===== src/rtl/dma_ctrl.sv =====
`default_nettype none
// ============================================================================
// Module  : dma_ctrl
// Brief   : Single-byte RX-FIFO-to-RAM and RAM-to-serial-TX DMA engine, Moore outputs.
// Revision: 1.0 - initial release
// ============================================================================
module dma_ctrl #(
    parameter logic [7:0] RX_BASE = 8'h00,
    parameter int         RX_LEN  = 3,
    parameter logic [7:0] TX_BASE = 8'h04,
    parameter int         TX_LEN  = 2
) (
    input  logic       Clk,
    input  logic       Rst,
    output logic       DMA_Req,
    input  logic       DMA_Ack,
    input  logic       DMA_Tx_Start,
    output logic       DMA_Ready,
    input  logic [7:0] RX_Data,
    input  logic       RX_Empty,
    output logic       RX_Data_Read,
    output logic [7:0] TX_Data,
    output logic       TX_Valid,
    input  logic       TX_Ready,
    output logic [7:0] RAM_Addr,
    output logic       RAM_Cs,
    output logic       RAM_Wen,
    output logic       RAM_Oen,
    output logic [7:0] Databus_o,
    output logic       Databus_oe,
    input  logic [7:0] Databus_i
);

    localparam logic [2:0] S_IDLE     = 3'd0;
    localparam logic [2:0] S_RX_REQ   = 3'd1;
    localparam logic [2:0] S_RX_WR    = 3'd2;
    localparam logic [2:0] S_TX_RD    = 3'd3;
    localparam logic [2:0] S_TX_LATCH = 3'd4;
    localparam logic [2:0] S_TX_SEND  = 3'd5;

    localparam logic [2:0] c_RX_LAST = 3'(RX_LEN - 1);
    localparam logic [2:0] c_TX_LAST = 3'(TX_LEN - 1);

    logic [2:0] r_state;
    logic [2:0] w_next_state;
    logic [2:0] r_rx_cnt;
    logic [2:0] r_tx_cnt;
    logic [2:0] w_tx_cnt_nxt;
    logic       r_tx_pending;
    logic       w_tx_fire;
    logic       w_next_is_tx;

    assign w_tx_fire    = (r_state == S_TX_SEND) && TX_Valid && TX_Ready;
    assign w_tx_cnt_nxt = !w_tx_fire               ? r_tx_cnt :
                          (r_tx_cnt == c_TX_LAST)  ? 3'd0     : r_tx_cnt + 3'd1;
    assign w_next_is_tx = (w_next_state == S_TX_RD) || (w_next_state == S_TX_LATCH) ||
                          (w_next_state == S_TX_SEND);

    always_comb begin
        w_next_state = r_state;
        case (r_state)
            S_IDLE: begin
                // A TX start wins over a waiting RX byte in the same cycle.
                if (DMA_Tx_Start || r_tx_pending) begin
                    w_next_state = S_TX_RD;
                end else if (!RX_Empty) begin
                    w_next_state = S_RX_REQ;
                end
            end
            S_RX_REQ:   if (DMA_Ack) w_next_state = S_RX_WR;
            S_RX_WR:    w_next_state = S_IDLE;
            S_TX_RD:    w_next_state = S_TX_LATCH;
            S_TX_LATCH: w_next_state = S_TX_SEND;
            S_TX_SEND: begin
                if (w_tx_fire) begin
                    w_next_state = (r_tx_cnt == c_TX_LAST) ? S_IDLE : S_TX_RD;
                end
            end
            default:    w_next_state = S_IDLE;
        endcase
    end

    // Outputs are decoded from the state being entered so they are registered.
    always_ff @(posedge Clk) begin
        if (Rst) begin
            r_state      <= S_IDLE;
            r_rx_cnt     <= 3'd0;
            r_tx_cnt     <= 3'd0;
            r_tx_pending <= 1'b0;
            DMA_Req      <= 1'b0;
            DMA_Ready    <= 1'b1;
            RX_Data_Read <= 1'b0;
            TX_Data      <= 8'h00;
            TX_Valid     <= 1'b0;
            RAM_Addr     <= 8'h00;
            RAM_Cs       <= 1'b0;
            RAM_Wen      <= 1'b0;
            RAM_Oen      <= 1'b0;
            Databus_o    <= 8'h00;
            Databus_oe   <= 1'b0;
        end else begin
            r_state  <= w_next_state;
            r_tx_cnt <= w_tx_cnt_nxt;

            if (r_state == S_RX_WR) begin
                r_rx_cnt <= (r_rx_cnt == c_RX_LAST) ? 3'd0 : r_rx_cnt + 3'd1;
            end

            if (((r_state == S_RX_REQ) || (r_state == S_RX_WR)) && DMA_Tx_Start) begin
                r_tx_pending <= 1'b1;
            end else if ((r_state == S_IDLE) && (w_next_state == S_TX_RD)) begin
                r_tx_pending <= 1'b0;
            end

            DMA_Req      <= (w_next_state == S_RX_REQ) || (w_next_state == S_RX_WR);
            DMA_Ready    <= !w_next_is_tx;
            RX_Data_Read <= (w_next_state == S_RX_WR);
            RAM_Cs       <= (w_next_state == S_RX_WR) || (w_next_state == S_TX_RD);
            RAM_Wen      <= (w_next_state == S_RX_WR);
            RAM_Oen      <= (w_next_state == S_TX_RD);
            Databus_oe   <= (w_next_state == S_RX_WR);

            if (w_next_state == S_RX_WR) begin
                RAM_Addr  <= RX_BASE + {5'd0, r_rx_cnt};
                Databus_o <= RX_Data;
            end else if (w_next_state == S_TX_RD) begin
                RAM_Addr  <= TX_BASE + {5'd0, w_tx_cnt_nxt};
            end else begin
                RAM_Addr  <= 8'h00;
            end

            // RAM read data is valid in the cycle after the read strobe.
            if (r_state == S_TX_LATCH) begin
                TX_Data  <= Databus_i;
                TX_Valid <= 1'b1;
            end else if (w_tx_fire) begin
                TX_Valid <= 1'b0;
            end
        end
    end

endmodule
`default_nettype wire


===== config.mk =====
export PLATFORM = sky130hd
export DESIGN_NAME = dma_ctrl
export DESIGN_NICKNAME = d
export VERILOG_FILES = /design/src/rtl/dma_ctrl.sv
export SDC_FILE = /design/constraint.sdc
export NUM_CORES = 1
export LEC_CHECK = 0
export ABC_AREA = 1
export ABC_CLOCK_PERIOD_IN_PS = 3600
export BUFFER_PORTS_ARGS = -buffer_cell sky130_fd_sc_hd__buf_2
export CAP_MARGIN = 5
export CORE_MARGIN = 8
export CORE_UTILIZATION = 51
export DETAILED_ROUTE_END_ITERATION = 10
export PLACE_DENSITY = 0.82
export SETUP_SLACK_MARGIN = 0.1
export SLEW_MARGIN = 20
export SYNTH_ARGS = -nofsm -noshare
export SYNTH_HDL_FRONTEND = slang
export SYNTH_SLANG_ARGS = --single-unit

===== constraint.sdc =====
create_clock -name Clk -period 3.6 [get_ports Clk]
set_input_delay 0.54 -clock Clk [delete_from_list [all_inputs] [get_ports Clk]]
set_output_delay 0.54 -clock Clk [all_outputs]
set_load 0.02 [all_outputs]

==> metrics.md <==
| Metric | Value |
|---|---|
| CP endpoint kind | flip-flop |
| Total Die Area | 4774 um^2 |
| Worst Skew | 0.005954 ns |
| Maximum capacitance violations | 0 |
| H-Tree Depth | 2 |
| First-pass GRT wire length | 5451 um |
| WP depth | 10 |
| Met3 usage | 0.06295 |
| Crit Path Category | flip-flop to flip-flop |
| Status | completed |
| Buf+Inv Stages, Crit Path | 2 |
| CP Launch Type | flip-flop |
| Lkg Pwr | 0.8605 nW |
| Core area | 2710 um^2 |
| R2R depth | 10 |
| Post CTS Setup Buffer Count | 0 |
| Crit Path Max Fanout | 11 |
| Distinct cells, synth | 24 |
| Drt first pass iters | 4 |
| Max VDD drop | 0.0004568 V |
| Largest net degree at the start of global routing | 25 |
| Hold Path End | TX_Data[3]$_SDFFE_PP0P_ |
| Antenna Cells | 0 |
| Initial antenna violation count | 0 |
| CTS root buf | clkbuf_4 |
| Routability congestion estimate | 0.8464 |
| Vias per inst | 4.887 |
| Avg Inst Size Synth | 7.410 um^2 |
| Post-Syn Area | 1438 um^2 |
| Flops & latches, synth | 36 |
| Sink Count | 36 |
| Hold WS | 0.4339 ns |
| Residual DRC count | 0 |
| Min cycle time layout | 1.673 ns |
| Grt peak-use layer | met2 |
| Clock Path Buffers | 2 |
| Seq. cell area | 720.7 um^2 |
| Fraction of layout cells with a size suffix above 1 | 0.2787 |
| 1st-iter DRT viols | 59 |
| CP delay by family, top | simple AND/OR/NAND/NOR gates |
| Hold depth | 3 |
| Total GRT Usage | 0.1324 |
| CP Data Required Time | 3.82 ns |
| Post-CTS Resized | 0 |
| Period utilization | 0.4648 |
| Average wire per standard cell | 11.65 um |
| Most used cell, CP | nand2_1 |
| CTS tree | yes |
| Footprint of the multi-input gates | 603.1 um^2 |
| # fillers | 263 |
| Vias in the first global route | 1299 |
| Sequential-to-total area share from yosys stat | 0.5013 |
| Yosys warns | 0 |
| Worst EP arrival | 1.89 ns |
| Pwr per Cell Area | 571.3 nW/um^2 |
| Clk slew on worst S/H paths | 0.10 ns |
| Achievable Freq | 597.6 MHz |
| R2r endpoint | DMA_Ready$_SDFF_PP1_ |
| Slew Viols, Final | 0 |
| Die Width | 69.10 um |
| Hold_sp | Databus_i[3] |
| Setup TNS | 0 ns |
| CTS Hold Buffers Added | 0 |
| Critical Path, Cell by Cell | inv_2 -> nand2_1 -> nor2_2 -> nand2_1 -> nand2_1 -> clkinv_1 -> nand2_2 -> nand2_2 -> nand2_1 -> nand2_1 |
| Fin nets | 265 |
| Io pins | 54 |
| Area delta synth->final | 20.37% |
| Post-DP HPWL | 2489 um |
| Worst-skew pair later-pin latency | 0.33 ns |
| Flop-to-flop setup slack | 1.93 ns |
| Critical Path Max Stage Delay | 0.38 ns |
| GR Util met2 | 0.2162 |
| Drt total wl | 3205 um |
| IO Port Bufs | 49 |
| Routed via count | 1344 |
| Die height | 69.10 um |
| Total gr overflow | 0 |
| Antenna-violating nets left | 0 |
| Hold WC Path Type | input pin to flip-flop |
| # rows | 19 |
| RSZ-0062 raised after global routing | false |
| CTS Buf Count | 5 |
| GRT met1 Usage | 0.1405 |
| Final setup vio count | 0 |
| Syn Inst Count | 194 |
| Slowest CP cell | dfxtp_1 |
| Fin. Hold Viols | 0 |
| Initial Util | 0.5305 |
| FF-to-FF Start | r_state[2]$_SDFF_PP0_ |
-- flip-flops by register name (all words and copies together) (netlist names) --
register,count
r_state,3
DMA_Req,1
Databus_oe,1
Databus_o,8
DMA_Ready,1
TX_Data,8
RAM_Cs,1
RAM_Addr,4
TX_Valid,1
r_tx_pending,1
r_tx_cnt,3
RAM_Oen,1
r_rx_cnt,3
-- cells in the final DEF (no fill, tap or decap), drive strengths merged --
master  count
inv        15
a211oi      1
a31oi       2
clkinv      2
nand3       9
nand4       1
o21ai      11
nor3        5
dfxtp      36
nor2       29
o21bai      1
a21oi      16
nand2      54
clkbuf      8
conb        4
a22oi       1
buf        49
-- synthesized netlist by cell type, drive strengths merged --
library cell	instances	area share
conb	1	0.0026
a31oi	2	0.0087
dfxtp	36	0.50
nor3	5	0.024
a22oi	1	0.0052
o21ai	11	0.038
a21oi	16	0.056
nand2	54	0.15
clkinv	2	0.0052
nand4	1	0.0044
o21bai	1	0.0052
inv	15	0.039
a211oi	1	0.0052
nor2	29	0.084
buf	7	0.035
nand3	9	0.031
clkbuf	3	0.0078
-- power by group --
part,internal (W),switching [W]
registers,0.000453,0.0000340
logic,0.0000882,0.000193
clock network,0.0000964,0.000124
-- final cells by class --
class | instances | area share
Clock buffer | 8 | 0.03398
Timing Repair Buffer | 49 | 0.1417
Tap cell | 31 | 0.02242
Inverter | 17 | 0.03688
Multi-Input combinational cell | 134 | 0.3485
Sequential cell | 36 | 0.4165
-- worst register-to-register path: cells and delay by family, from the launching register on --
kind	cells	cell delay [ns]
buf+inv	2	0.22
flops	1	0.38
simple gates	8	0.97
-- worst max-delay path by stage --
stage	end	from	slack, ns
5_1_grt	DMA_Ready$_SDFF_PP1_	r_state[2]$_SDFF_PP0_	1.69
3_3_place_gp	DMA_Ready$_SDFF_PP1_	r_state[2]$_SDFF_PP0_	2.00
2_1_floorplan	DMA_Req$_SDFF_PP0_	TX_Ready	2.29
3_5_place_dp	DMA_Ready$_SDFF_PP1_	r_state[2]$_SDFF_PP0_	1.93
4_1_cts	DMA_Ready$_SDFF_PP1_	r_state[2]$_SDFF_PP0_	1.90
6_report	DMA_Ready$_SDFF_PP1_	r_state[2]$_SDFF_PP0_	1.93
-- metal layers --
layer	wire length (um)	vias to the layer above
li1	-	712
met1	1372	601
met2	1576	27
met3	232	4
met4	23	0
met5	0	-
-- kinds of logic after synthesis --
family,share of synthesized area
other,0.002608
buffers and inverters,0.08703
AND/OR/NAND/NOR,0.2907
AO/OA/AOI/OAI,0.1184
flip-flops,0.5013
-- metrics by stage --
step	setup WS (ns)	std cells	utilization	power (W)	area, um^2
2_1_floorplan	2.289	197	-	0.0006961	1449
3_3_place_gp	2.001	267	0.6168	0.0007721	1672
3_5_place_dp	1.927	267	0.6168	0.0007780	1672
4_1_cts	1.902	275	0.6385	0.0009973	1730
5_1_grt	1.695	275	0.6385	0.001056	1730
6_report	1.927	275	0.6385	0.0009885	1730
Power figures use the tool's default switching activity.
